**src/rtl/a2d_pkg.sv**
```systemverilog
// Shared constants and state type for the A2D SPI responder.
// Sized for an 8-channel, 12-bit converter behind a 16-bit frame.
package a2d_pkg;

  localparam int NUM_CH  = 8;
  localparam int DATA_W  = 12;
  localparam int FRAME_W = 16;
  localparam int CH_MSB  = 13;
  localparam int CH_LSB  = 11;
  localparam int CH_W    = CH_MSB - CH_LSB + 1;
  localparam int CNT_W   = 5;

  typedef enum logic [1:0] {
    IDLE,
    ACTIVE,
    FINISH
  } resp_state_t;

endpackage

```
**src/rtl/spi_in_synch.sv**
```systemverilog
// Two-flop synchroniser plus an edge-detect flop.
// Produces single-clk rise and fall pulses.
module spi_in_synch (
  input  logic clk,
  input  logic rst,
  input  logic din,
  output logic dout,
  output logic rise,
  output logic fall
);

  logic [2:0] sr;
  logic [2:0] prime;

  // Edges stay masked until the pin value has reached every flop,
  // so a line held low through reset never shows a phantom fall.
  always_ff @(posedge clk) begin
    if (rst) begin
      sr    <= 3'b111;
      prime <= 3'b000;
    end else begin
      sr    <= {sr[1:0], din};
      prime <= {prime[1:0], 1'b1};
    end
  end

  assign dout = sr[1];
  assign rise = prime[2] & sr[1] & ~sr[2];
  assign fall = prime[2] & ~sr[1] & sr[2];

endmodule

```
**src/rtl/a2d_spi_resp.sv**
```systemverilog
// SPI responder standing in for an 8-channel 12-bit A2D converter.
// Command captured in one frame selects the value returned in the next.
module a2d_spi_resp
  import a2d_pkg::*;
(
  input  logic              clk,
  input  logic              rst,
  input  logic              SS_n,
  input  logic              SCLK,
  input  logic              MOSI,
  output logic              MISO,
  input  logic              wr_en,
  input  logic [CH_W-1:0]   wr_chnl,
  input  logic [DATA_W-1:0] wr_data,
  output logic [CH_W-1:0]   cmd_chnl,
  output logic              xfer_done,
  output logic              frame_err
);

  logic ss_sync;
  logic ss_rise;
  logic ss_fall;
  logic sclk_sync;
  logic sclk_rise;
  logic sclk_fall;
  logic [1:0] mosi_ff;
  logic mosi_sync;

  resp_state_t state_q;
  resp_state_t state_d;

  logic [DATA_W-1:0]  tbl [NUM_CH];
  logic [FRAME_W-1:0] tx_shft;
  logic [CH_MSB:0]    rx_shft;
  logic [CNT_W-1:0]   bit_cnt;
  logic [CH_W-1:0]    pend_ch;
  logic               frame_ok;

  spi_in_synch u_ss (
    .clk  (clk),
    .rst  (rst),
    .din  (SS_n),
    .dout (ss_sync),
    .rise (ss_rise),
    .fall (ss_fall)
  );

  spi_in_synch u_sclk (
    .clk  (clk),
    .rst  (rst),
    .din  (SCLK),
    .dout (sclk_sync),
    .rise (sclk_rise),
    .fall (sclk_fall)
  );

  always_ff @(posedge clk) begin
    if (rst) mosi_ff <= 2'b00;
    else     mosi_ff <= {mosi_ff[0], MOSI};
  end

  assign mosi_sync = mosi_ff[1];
  assign frame_ok  = (bit_cnt == CNT_W'(FRAME_W));

  always_ff @(posedge clk) begin
    if (rst) state_q <= IDLE;
    else     state_q <= state_d;
  end

  always_comb begin
    state_d = state_q;
    unique case (state_q)
      IDLE:    if (ss_fall) state_d = ACTIVE;
      ACTIVE:  if (ss_rise) state_d = FINISH;
      FINISH:  state_d = IDLE;
      default: state_d = IDLE;
    endcase
  end

  always_ff @(posedge clk) begin
    if (rst) begin
      for (int i = 0; i < NUM_CH; i++) tbl[i] <= '0;
      tx_shft  <= '0;
      rx_shft  <= '0;
      bit_cnt  <= '0;
      pend_ch  <= '0;
      cmd_chnl <= '0;
    end else begin
      if (wr_en) tbl[wr_chnl] <= wr_data;
      unique case (state_q)
        IDLE: begin
          if (ss_fall) begin
            tx_shft <= {{(FRAME_W-DATA_W){1'b0}}, tbl[pend_ch]};
            bit_cnt <= '0;
          end
        end
        ACTIVE: begin
          // SS_n rise wins over any SCLK edge in the same clk
          if (!ss_rise) begin
            if (sclk_rise) begin
              rx_shft <= {rx_shft[CH_MSB-1:0], mosi_sync};
              if (bit_cnt != '1) bit_cnt <= bit_cnt + 1'b1;
            end
            if (sclk_fall && bit_cnt != '0)
              tx_shft <= {tx_shft[FRAME_W-2:0], 1'b0};
          end
        end
        FINISH: begin
          if (frame_ok) begin
            pend_ch  <= rx_shft[CH_MSB:CH_LSB];
            cmd_chnl <= rx_shft[CH_MSB:CH_LSB];
          end
        end
        default: ;
      endcase
    end
  end

  assign MISO      = (state_q == ACTIVE) & tx_shft[FRAME_W-1];
  assign xfer_done = (state_q == FINISH) & frame_ok;
  assign frame_err = (state_q == FINISH) & ~frame_ok;

endmodule

```
**config.mk**
```make
export PLATFORM = sky130hd
export DESIGN_NAME = a2d_spi_resp
export DESIGN_NICKNAME = d
export VERILOG_FILES = /design/src/rtl/a2d_pkg.sv /design/src/rtl/spi_in_synch.sv /design/src/rtl/a2d_spi_resp.sv
export SDC_FILE = /design/constraint.sdc
export NUM_CORES = 1
export LEC_CHECK = 0
export BUFFER_PORTS_ARGS = -buffer_cell sky130_fd_sc_hd__buf_2
export CAP_MARGIN = 20
export CELL_PAD_IN_SITES_DETAIL_PLACEMENT = 1
export CELL_PAD_IN_SITES_GLOBAL_PLACEMENT = 1
export CORE_UTILIZATION = 45
export CTS_CLUSTER_SIZE = 25
export DETAILED_ROUTE_END_ITERATION = 10
export PLACE_DENSITY_LB_ADDON = 0.15
export SLEW_MARGIN = 20
export SYNTH_ARGS = -nofsm -noshare
export SYNTH_HDL_FRONTEND = slang
export SYNTH_HIERARCHICAL = 1
export SYNTH_SLANG_ARGS = --single-unit
```
**constraint.sdc**
```tcl
create_clock -name clk -period 5.1 [get_ports clk]
set_input_delay 1.02 -clock clk [delete_from_list [all_inputs] [get_ports clk]]
set_output_delay 1.02 -clock clk [all_outputs]
set_load 0.005 [all_outputs]
```
=== Yosys cells after proc, flatten, opt, wreduce, memory -nomap -nowiden ===
Memories as Yosys holds them, arrays and structs flattened. A register that Yosys moved wholly into a read port is not among the register bits.
Cells that the tools add are included.

* RAM bits: 96
* Memories kept: 1
* Flip-flop bits (word level): 54
* Bits of input ports: 21
* Output and inout port bits: 6

* Reduce and logical (&&, ||, !) cells: 10
* Equality and inequality tests: 10
* Muxes and demuxes: 24
* Bitwise gates (word level): 17
* Add/subtract/negate cells: 1

{| class="wikitable"
|+ Memory list
! name !! depth !! width !! read ports !! clocked after memory_dff !! wr ports !! line !! text
|-
| tbl || 8 || 12 || 1 || 1 || 8 || a2d_spi_resp.sv:32 || <nowiki>logic [DATA_W-1:0] tbl [NUM_CH];</nowiki>
|}

{| class="wikitable"
|+ Operators with widths
! kind !! count
|-
| two-way mux 16 bit || 3
|-
| one-hot mux 16 bit (2 select lines) || 1
|-
| two-way mux 5 bit || 4
|-
| two-way mux 12 bit || 1
|-
| != test 2 bit, second input constant || 6
|-
| OR reduction 12 bit || 1
|-
| AND 1 bit || 11
|-
| one-hot mux 5 bit (2 select lines) || 1
|-
| two-way mux 3 bit || 3
|-
| two-way mux 1 bit || 8
|-
| inverter 1 bit || 6
|-
| adder 5 x 1 -> 5 bit, second input constant || 1
|-
| equality test 5 bit, second input constant || 1
|-
| != test 5 bit, second input constant || 1
|-
| AND reduction 5 bit || 1
|-
| nonzero test 5 bit || 1
|-
| two-way mux 2 bit || 2
|-
| one-hot mux 2 bit (2 select lines) || 1
|-
| AND reduction 2 bit || 2
|-
| AND reduction 4 bit || 1
|-
| AND reduction 3 bit || 1
|-
| equality test 2 x 1 -> 1 bit, second input constant || 1
|-
| equality test 2 bit, second input constant || 1
|-
| logical NOT 2 bit || 1
|-
| other kinds (2) || 2
|}

=== Logic depth before layout (Yosys ltp) ===
* Depth after elaboration: 7
* Mapped depth: 7

=== Cells and area by module ===
Netlist, hierarchy kept.

{| class="wikitable"
|+ Modules (own cells, without submodules)
! module !! times used !! cells each !! sequential area each (um2) !! area each (um2)
|-
| a2d_spi_resp || 1 || 475 || 3783.6 || 6203.4
|-
| spi_in_synch || 2 || 14 || 120.1 || 172.7
|}

=== Worst setup path before layout ===
No wires, ideal clock.

* Path kind: input-to-reg
* Start point: in rst
* End point: mem tbl[0][0] (enable)
* Setup slack: 2.721 ns
* Arrival time: 2.058 ns
* Stages on the path: 4
* Cells stage by stage: clkbuf_1 or3b_1 nor3_1 or2_2

{| class="wikitable"
|+ RTL lines
! what !! line !! text
|-
| start, declared || a2d_spi_resp.sv:7 || <nowiki>input logic rst,</nowiki>
|-
| end, declared || a2d_spi_resp.sv:32 ||
|}

=== Final worst setup path ===
* Start point: reg bit_cnt[0]
* End point: out xfer_done

* Word-level cells in the longest chain between the ends: 2

{| class="wikitable"
|+ Ends and longest elaborated chain
! what !! line !! text
|-
| start, declared || a2d_spi_resp.sv:35 || <nowiki>logic [CNT_W-1:0] bit_cnt;</nowiki>
|-
| start signal, assigned || a2d_spi_resp.sv:102 || <nowiki>if (bit_cnt != '1) bit_cnt <= bit_cnt + 1'b1;</nowiki>
|-
| equality test 5 bit || a2d_spi_resp.sv:63 || <nowiki>assign frame_ok = (bit_cnt == CNT_W'(FRAME_W));</nowiki>
|-
| AND 1 bit || a2d_spi_resp.sv:120 || <nowiki>assign xfer_done = (state_q == FINISH) & frame_ok;</nowiki>
|-
| end, declared || a2d_spi_resp.sv:16 || <nowiki>output logic xfer_done,</nowiki>
|}

No other way between the ends.

==> impl_metrics.csv <==
group,metric,value,unit
placement,port_buffers,26,
worst_setup_path,worstPathCellList,"inv_1, ha_1, nor4bb_1, nand3b_1, inv_1, buf_2",
floorplanning,die_w,122.6,um
worst_setup_path,crit_required,4080,ps
worst_setup_path,endpoint_kind,"output pin",
worst_setup_path,path_common_cell,"inv_1",
worst_setup_path,r2r-start,"bit_cnt[0]",
worst_setup_path,crit_start,"bit_cnt[0]",
route,vias,3810,
timing,finClkSkew,8.621,ps
clock_tree,post_cts_buffers,0,
global_routing,antenna_found_initial,0,
global_routing,grt_pass1_wl,22650,um
clock_tree,cts.sinks,153,
worst_setup_path,cp.arrival,1890,ps
worst_setup_path,worst_setup_path_start_kind,"flip-flop",
floorplanning,start_util,0.4664,
synthesis,netlist_area,0.006549,sq mm
timing,tns,0,ps
clock_tree,clockRootBuffer,"clkbuf_16",
clock_tree,cts_tree,"done",
flow_run,maxCapViolCount,0,
worst_setup_path,r2r_slack,2980,ps
timing,fmax,343.9,MHz
synthesis,netlist_top_cells_area,"edfxtp_1 (44%), dfxtp_1 (17%), and2_1 (9.4%)",
timing,final-setup-viol-count,0,
clock_tree,htreeDepth,4,
finish,finish.utilization,0.5280,
floorplanning,die_y,122.6,um
finish,n_fill_cell,1388,
route,viasPerCell,5.329,
finish,antenna_cells,0,
run_status,status,"complete, no violations",
timing,post-route-min-period,2908,ps
synthesis,ys_ff_latch,153,
route,wl,14890,um
global_routing,grt_max_degree,61,
placement,gp_congestion,0.7917,
finish,finalNetCount,546,
clock_tree,cts_resized,0,
route,drt_iter0_drc,312,
worst_setup_path,reg2regPathDepth,6,
synthesis,postSynthCellCount,503,
timing,hold_violations,0,
synthesis,ys_types,39,
finish,seqCellArea,0.004025,sq mm
synthesis,syn_nets,527,
clock_tree,cts_buffers,17,
global_routing,first_global_vias,3966,
finish,multi_input_area,0.002360,sq mm
global_routing,track_usage,0.2185,
synthesis,avgSynthCellArea,13.02,sq um
route,first_pass_iters,5,
clock_tree,clkLatencyLatePin,420,ps
timing,tightest_slew,904.8,ps
placement,hpwl,9979,um
clock_tree,cts.path.max_buffers,2,
pwr,ir_drop,0.2279,mV
synthesis,ys_seq_area_frac,0.6144,
timing,period_share,0.5702,
pwr,power_density,382.7,mW/mm^2
route,drtAntennaViolNets,0,
floorplanning,io_pins,27,
synthesis,synth_area_leader_cell,"edfxtp_1",
synthesis,synth_edf_count,96,
placement,placed_area,0.006792,sq mm
synthesis,synth_ff_type,"edfxtp_1",
finish,layout-drive-gt1-share,0.2093,
synthesis,async_reset_ff_frac,0,
min_path,holdCritPathClass,"reg -> reg",
floorplanning,core_region_area,0.01404,sq mm
global_routing,gr-total-overflow,0,
route,drc,0,
worst_setup_path,path_class,"reg -> out",
worst_setup_path,crit_path_end,"xfer_done",
clock_tree,clk_pin_slew_worst_paths,60,ps
floorplanning,num_rows,43,
worst_setup_path,slowest_stage,"nor4bb_1",
synthesis,yosys_warnings,6,
worst_setup_path,r2r_end,"tx_shft[5]",
synthesis,synth_top_area_frac,0.4402,
finish,area_growth,13.22,%
worst_setup_path,cp_max_fo,5,
timing,finalMaxSlewViolations,0,
route,avgRoutedWirePerCell,20.82,um
timing,max_slew_margin,0.3968,
clock_tree,cts-hold-fix-buffers,0,
pwr,leakage,2.637,nW
worst_setup_path,cp_slowest_stage_delay,410,ps
finish,final_design_area_no_fill,0.007415,sq mm
timing,rsz0062_at_grt,"no",
floorplanning,dieArea,0.01504,sq mm
cells in the mapped netlist (all sizes together) (7+ instances only):
cell type  number
clkbuf         20
nor2           27
nor2b           7
mux4           24
a21oi          30
buf            10
edfxtp         96
a211o          11
or2            14
nand2          46
and2           99
mux2i          16
dfxtp          57
cell families after synthesis:
logic type,synth area share
adder cells (fa/ha/maj),0.005732
AO/OA/AOI/OAI,0.05197
multiplexers,0.1104
AND/OR/NAND/NOR,0.1895
flip-flops,0.6144
XOR/XNOR,0.002675
buffers and inverters,0.02522
worst min-delay path by stage:
stage	startpoint	endpoint	slack, ps	depth (start not counted)
floorplan	u_sclk/sr[0]	u_sclk/sr[1]	380	1
global placement	u_ss/sr[0]	u_ss/sr[1]	390	1
detailed placement	u_ss/sr[0]	u_ss/sr[1]	400	1
CTS	u_ss/sr[0]	u_ss/sr[1]	410	1
global route	u_sclk/sr[0]	u_sclk/sr[1]	440	1
finish	u_ss/sr[0]	u_ss/sr[1]	410	1
routing by layer:
metal / vias to the layer above / global-route usage / part of all wire
li1: 1812 / - / -
met3: 13 / 0.05204 / 0.026
met5: - / 0 / 0
met1: 1936 / 0.2751 / 0.45
met4: 0 / 0.07698 / 0.014
met2: 49 / 0.3673 / 0.51
registers in the layout, summed over array words and instances (netlist names), named ones only:
name / count
bit_cnt: 5
mosi_ff: 2
tx_shft: 16
state_q: 2
u_sclk/sr: 3
tbl: 96
u_ss/sr: 3
pend_ch: 3
u_sclk/prime: 3
rx_shft: 14
u_ss/prime: 3
final cells by class:
cell class / instances / share of cell area
Inverter: 6 / 0.003037
Multi-Input combinational cell: 314 / 0.3183
Sequential cell: 153 / 0.5429
Clock inverter: 15 / 0.02649
Timing Repair Buffer: 30 / 0.02160
Tap cell: 180 / 0.03037
Clock buffer: 17 / 0.05737
cell usage in the layout, fill, tap and decap left out, types with 2 or more instances in the layout:
cell type  instances
and2_1            98
edfxtp_1          96
dfxtp_1           56
nand2_1           46
nor2_1            27
buf_2             26
mux4_2            24
a21oi_1           19
clkbuf_16         17
mux2i_1           16
a211o_1           11
a21oi_2           11
or2_2              8
nor2b_1            7
inv_1              6
or2_1              6
nand3_1            5
nor3_1             4
nand2b_1           4
bufinv_16          4
inv_6              4
buf_4              4
and3b_1            4
ha_1               3
clkinv_2           3
nand3b_1           2
nor3b_1            2
a211oi_1           2
xnor2_1            2
mux2_2             2
clkinv_4           2
power breakdown:
| group | switching [mW] | leakage, nW | total (mW) | internal [mW] |
|---|---|---|---|---|
| sequential | 0.0265 | 1.38 | 1.40 | 1.37 |
| clock | 0.522 | 0.306 | 1.34 | 0.821 |
| combinational | 0.0624 | 0.949 | 0.0984 | 0.0361 |
| total | 0.611 | 2.64 | 2.84 | 2.23 |
worst max-delay path, delay by kind of cell (launching register included):
| family | cells | cell delay (ps) |
|---|---|---|
| DFF | 1 | 340 |
| buffers and inverters | 3 | 290 |
| adders and majority gates | 1 | 170 |
| and+or+nand+nor | 2 | 660 |
per-stage QoR:
stage	worst slack, ps	hold slack [ps]	cells	power, mW
final	2192	406.8	715	2.837
after global routing	2015	444.5	715	2.911
after CTS	2122	410.5	715	2.856
after detailed placement	2240	395.9	683	1.521
after global placement	2309	393.6	683	1.516
after floorplan	2721	383.2	503	1.460
Note: power is estimated with default switching activity, not from simulation.
